## config.mk

```make
export PLATFORM = sky130hd
export DESIGN_NAME = seq_gen_arbiter
export DESIGN_NICKNAME = d
export VERILOG_FILES = /design/src/rtl/seq_gen_arbiter.sv
export SDC_FILE = /design/constraint.sdc
export NUM_CORES = 1
export LEC_CHECK = 0
export BUFFER_PORTS_ARGS = -buffer_cell sky130_fd_sc_hd__buf_4
export CAP_MARGIN = 15
export CORE_UTILIZATION = 45
export DETAILED_ROUTE_END_ITERATION = 10
export PLACE_DENSITY = 0.72
export SYNTH_ARGS = -nofsm -noshare
export SYNTH_HDL_FRONTEND = slang
export SYNTH_SLANG_ARGS = --single-unit
```

## constraint.sdc

```tcl
create_clock -name clk -period 1.78 [get_ports clk]
set_clock_uncertainty 0.15 [all_clocks]
set_input_delay 0.356 -clock clk [delete_from_list [all_inputs] [get_ports clk]]
set_output_delay 0.356 -clock clk [all_outputs]
set_load 0.1 [all_outputs]
```

## src/rtl/seq_gen_arbiter.sv

```systemverilog
// ---------------------------------------------------------------------------
// seq_gen_arbiter
//   Round-robin arbiter in front of a single 3-flop sequence generator.
//   Two clients each request a burst of N generator steps. The winner gets
//   the generator cleared to 000, then receives N consecutive step results
//   (state + carry), followed by a one-cycle done pulse.
//
// Ports
//   clk      in   1      rising-edge clock
//   reset    in   1      synchronous active-high reset
//   req0     in   1      client 0 burst request (held until gnt0)
//   len0     in   LEN_W  client 0 burst length, sampled at grant decision
//   req1     in   1      client 1 burst request (held until gnt1)
//   len1     in   LEN_W  client 1 burst length, sampled at grant decision
//   gnt0     out  1      client 0 owns the generator
//   gnt1     out  1      client 1 owns the generator
//   owner    out  1      id of the current owner, 0 when nothing is granted
//   q        out  3      generator state {Q1,Q2,Q3}
//   c        out  1      generator carry
//   q_valid  out  1      q/c carry a fresh step result this cycle
//   done     out  1      one-cycle pulse at the end of a burst
// ---------------------------------------------------------------------------
module seq_gen_arbiter #(
  parameter int LEN_W = 4
) (
  input  logic             clk,
  input  logic             reset,
  input  logic             req0,
  input  logic [LEN_W-1:0] len0,
  input  logic             req1,
  input  logic [LEN_W-1:0] len1,
  output logic             gnt0,
  output logic             gnt1,
  output logic             owner,
  output logic [2:0]       q,
  output logic             c,
  output logic             q_valid,
  output logic             done
);

  typedef enum logic [1:0] {
    IDLE  = 2'd0,
    GRANT = 2'd1,
    RUN   = 2'd2,
    DONE  = 2'd3
  } state_e;

  localparam logic [LEN_W-1:0] CNT_ONE = LEN_W'(1);

  state_e           state_q, state_d;
  logic [LEN_W-1:0] cnt_q, cnt_d;
  logic             ptr_q, ptr_d;
  logic             owner_q, owner_d;
  logic             gnt0_q, gnt0_d;
  logic             gnt1_q, gnt1_d;
  logic [2:0]       q_q, q_d;
  logic             c_q, c_d;
  logic             q_valid_q, q_valid_d;
  logic             done_q, done_d;
  logic             winner;

  // Arbitration: a lone requester wins; on a tie the client that did not
  // own the generator last time wins. ptr_q holds the last owner, and
  // resets to 1 so that client 0 wins the first tie.
  always_comb begin
    winner = 1'b0;
    if (req0 && req1) begin
      winner = ~ptr_q;
    end else if (req1) begin
      winner = 1'b1;
    end
  end

  // State register together with every registered output. All outputs come
  // straight from flops so clients see glitch-free signals.
  always_ff @(posedge clk) begin
    if (reset) begin
      state_q   <= IDLE;
      cnt_q     <= '0;
      ptr_q     <= 1'b1;
      owner_q   <= 1'b0;
      gnt0_q    <= 1'b0;
      gnt1_q    <= 1'b0;
      q_q       <= 3'b000;
      c_q       <= 1'b0;
      q_valid_q <= 1'b0;
      done_q    <= 1'b0;
    end else begin
      state_q   <= state_d;
      cnt_q     <= cnt_d;
      ptr_q     <= ptr_d;
      owner_q   <= owner_d;
      gnt0_q    <= gnt0_d;
      gnt1_q    <= gnt1_d;
      q_q       <= q_d;
      c_q       <= c_d;
      q_valid_q <= q_valid_d;
      done_q    <= done_d;
    end
  end

  // Next-state logic. cnt holds the number of step results still to be
  // produced; every transition into RUN produces one result, so the burst
  // leaves RUN once cnt has reached zero. A zero-length burst goes straight
  // from GRANT to DONE.
  always_comb begin
    state_d = state_q;
    cnt_d   = cnt_q;
    owner_d = owner_q;
    ptr_d   = ptr_q;
    unique case (state_q)
      IDLE: begin
        if (req0 || req1) begin
          state_d = GRANT;
          owner_d = winner;
          cnt_d   = winner ? len1 : len0;
        end
      end
      GRANT, RUN: begin
        if (cnt_q != '0) begin
          state_d = RUN;
          cnt_d   = cnt_q - CNT_ONE;
        end else begin
          state_d = DONE;
        end
      end
      DONE: begin
        state_d = IDLE;
        ptr_d   = owner_q;
        owner_d = 1'b0;
      end
      default: begin
        state_d = IDLE;
      end
    endcase
  end

  // Output logic, computed from the upcoming state so the flops present
  // values matching the state being entered. The generator is cleared on
  // entry to GRANT and steps once for every cycle spent in RUN; otherwise
  // q/c hold their last value.
  always_comb begin
    gnt0_d    = (state_d != IDLE) && !owner_d;
    gnt1_d    = (state_d != IDLE) && owner_d;
    q_valid_d = (state_d == RUN);
    done_d    = (state_d == DONE);
    q_d       = q_q;
    c_d       = c_q;
    if ((state_q == IDLE) && (state_d == GRANT)) begin
      q_d = 3'b000;
      c_d = 1'b0;
    end else if (state_d == RUN) begin
      q_d = {~q_q[0], q_q[2], q_q[2] & q_q[1]};
      c_d = ~q_q[0] | q_q[2];
    end
  end

  assign gnt0    = gnt0_q;
  assign gnt1    = gnt1_q;
  assign owner   = owner_q;
  assign q       = q_q;
  assign c       = c_q;
  assign q_valid = q_valid_q;
  assign done    = done_q;

endmodule

```

==> results.sh <==
export IMPL_worstRegToRegCells=6
export IMPL_synth_net_count=107
export IMPL_hp_class="in -> reg"
export IMPL_ys_ff_latch=16
export IMPL_r2r_slack_ns=0.05
export IMPL_io_pin_count=21
export IMPL_drc=0
export IMPL_clkTransAtPathRegs_ns=0.10
export IMPL_nets=134
export IMPL_synth_edf_count=0
export IMPL_via_per_inst=5.21
export IMPL_ir_drop_uv=947
export IMPL_cts_buffers=3
export IMPL_grt_pass1_vias=660
export IMPL_maxCapViolCount=0
export IMPL_die_area_sq_um=2050
export IMPL_crit_path_start="state_q[1]"
export IMPL_ys_flop_type="dfxtp_1"
export IMPL_hold_viol=0
export IMPL_grt_max_degree=17
export IMPL_leakage_nw=0.492
export IMPL_coreArea_sq_um=1750
export IMPL_synth_cell_types=32
export IMPL_die_y_um=45.2
export IMPL_dpl_cell_area_sq_um=1050
export IMPL_grtUsageMet2=0.307
export IMPL_hold_buffers=0
export IMPL_regToRegStartpoint="state_q[1]"
export IMPL_syn_to_final_growth_pct=34.2
export IMPL_cp_cell_sequence="inv_1 -> ha_4 -> nand4bb_4 -> o211ai_4 -> mux2_4 -> nor2_2"
export IMPL_synthArstFlopShare=0
export IMPL_grt_busiest_layer="met2"
export IMPL_min_to="owner"
export IMPL_drtPass1Iterations=4
export IMPL_place_port_buffers=20
export IMPL_routedWlPerCell_um=11.9
export IMPL_hold_path_depth=2
export IMPL_finalSetupViolations=0
export IMPL_avgSynthCellArea_sq_um=9.34
export IMPL_worst_pin_slew_ns=0.290
export IMPL_antenna_found_initial=0
export IMPL_cts_htree_levels=1
export IMPL_path_class="reg -> reg"
export IMPL_seq_area_frac_synth=0.381
export IMPL_synth_area_leaders="dfxtp_1 (38%), ha_1 (7.4%), mux2_1 (5.4%)"
export IMPL_antenna_left=0
export IMPL_clk_latency_ns=0.29
export IMPL_swShare=0.488
export IMPL_cts_sinks=16
export IMPL_cts_buffer_depth=2
export IMPL_slew_viol_final=0
export IMPL_critPathRequiredTime_ns=1.87
export IMPL_min_period_over_period=0.970
export IMPL_pwr_share_clk=0.118
export IMPL_met3_usage=0.0360
export IMPL_critPathMaxStageDelay_ns=0.35
export IMPL_antenna_cells=0
export IMPL_fillers=140
export IMPL_drt_iter0_drc=12
export IMPL_stdcell_count=141
export IMPL_synth_top_cell_by_area="dfxtp_1"
export IMPL_wirelength_um=1670
export IMPL_syn_inst=90
export IMPL_grt_ovfl_total=0
export IMPL_placed_cells=136
export IMPL_cp_max_fo=4
export IMPL_drive_above_1_share=0.353
export IMPL_total_power_mw=2.09
export IMPL_r2r_end="q[0]"
export IMPL_p_sw_mw=1.02
export IMPL_ys_warnings_count=0
export IMPL_track_usage=0.202
export IMPL_row_count=15
export IMPL_rsz0062_at_grt="yes"
export IMPL_die_w_um=45.2
export IMPL_hpwl_um=1210
export IMPL_cts_root_buffer="clkbuf_4"
export IMPL_fin_tns_setup_ns=0
export IMPL_cp_arrival_ns=1.82
export IMPL_cp_start_kind="flop"
export IMPL_max_clock_freq_ghz=0.579
export IMPL_fin_crit_ns=1.73
export IMPL_p_comb_frac=0.622
export IMPL_final_area_sq_um=1130
export IMPL_sequentialPowerShare=0.260
export IMPL_synthTopCellsByCount="dfxtp_1 (16), inv_1 (8), a21oi_1 (7), nor2_1 (7)"
export IMPL_p_int_mw=1.07
export IMPL_hold_ws_ns=0.136
export IMPL_syn_area_sq_um=841
export IMPL_power_density_nw_per_um2=1860
export IMPL_yosysMostFrequentCell="dfxtp_1"
export IMPL_synth_top_area_frac=0.381
export IMPL_cts_tree="built"
export IMPL_vias=734
export IMPL_gp_congestion=0.757
export IMPL_grt_pass1_wl_um=2900
export IMPL_status="completed"
export IMPL_start_util=0.482
export IMPL_hold_path_startpoint="reset"
export IMPL_relSlewSlack=0.807
export IMPL_grtUsageMet1=0.256
export IMPL_end_kind="flop"
export IMPL_slowest_stage="dfxtp_2"
[how the worst max path moves through the flow]
stage                     depth (start not counted)    to  slack, ns
final                                             6  q[0]       0.05
after global routing                              6  q[0]      -0.01
after detailed placement                          6  q[0]      0.005
after CTS                                         6  q[0]       0.01
after global placement                            6  q[0]       0.05
after floorplan                                   6  q[0]      0.006
[power by group through the flow]
stage / sequential [mW] / combinational (mW) / clock, mW
finish: 0.544 / 1.30 / 0.247
global route: 0.561 / 1.42 / 0.262
CTS: 0.541 / 1.23 / 0.245
detailed placement: 0.550 / 1.20 / 0
global placement: 0.546 / 1.19 / 0
floorplan: 0.913 / 0.593 / 0
[sequential cells by signal (all words and copies together) (netlist names)]
register and count:
cnt_q 4, q 3, state_q 2, c 1, done 1, gnt0 1
gnt1 1, owner 1, ptr_q 1, q_valid 1
[layout by cell type (no fill, tap or decap)]
master,n
inv_2,1
or3_1,1
nor3_1,3
dfxtp_2,2
or2_2,1
ha_4,1
nor2_1,7
nand3b_1,1
o311a_4,1
o31ai_1,4
clkbuf_4,3
ha_1,3
o31ai_4,1
nor2_2,1
ha_2,1
mux2_1,4
a21boi_0,1
o21ai_1,4
mux2i_1,3
nand4bb_4,1
clkbuf_8,1
o21ai_0,1
a21oi_1,7
o21a_1,1
nand2_1,5
o211ai_1,4
o2111ai_1,1
inv_1,8
nor2b_1,1
a21boi_4,1
buf_4,24
clkinv_1,1
dfxtp_1,14
nand2b_1,1
o211ai_4,1
mux2_4,1
[through the flow]
| stage | setup WS (ns) | util |
|---|---|---|
| 2_1_floorplan | 0.00624 | - |
| 3_3_place_gp | 0.0470 | 0.601 |
| 3_5_place_dp | 0.00470 | 0.601 |
| 4_1_cts | 0.0142 | 0.627 |
| 5_1_grt | -0.0112 | 0.647 |
| 6_report | 0.0534 | 0.647 |
[metal layers]
layer  routed length, um  vias up
li1                    -      373
met1                 814      340
met2                 761       17
met3                  48        4
met4                  51        0
met5                   0        -
[cell type report]
cell class / count / area [sq um] / share of cell area
multi-input combinational: 62 / 520 / 0.461
inverter: 10 / 37.5 / 0.0333
tap: 25 / 31.3 / 0.0277
timing repair buffer: 24 / 180 / 0.160
sequential: 16 / 323 / 0.286
clock buffer: 4 / 36.3 / 0.0322
[kinds of logic (layout without fill, tap and decap cells)]
family / Yosys count / in the layout / synth area share
buf+inv: 12 / 38 / 0.0550
flops: 16 / 16 / 0.381
compound gates: 27 / 27 / 0.246
mux: 8 / 8 / 0.107
fa+ha+maj: 5 / 5 / 0.0744
simple gates: 22 / 22 / 0.137
[critical path: cells and delay by family, from the launching register on]
family | cells | cell delay [ns]
flops | 1 | 0.35
mux | 1 | 0.33
fa+ha+maj | 1 | 0.28
compound gates | 1 | 0.28
simple gates | 2 | 0.23
buf+inv | 1 | 0.06
[repair_timing]
item,4_1_cts,5_1_grt
buffers inserted,0,1
endpoints found under the setup margin,1,4
pin swaps,1,1
endpoints found under the hold margin,0,0
resized for setup,1,4
gates cloned,0,0
Note: power is estimated with default switching activity, not from simulation.
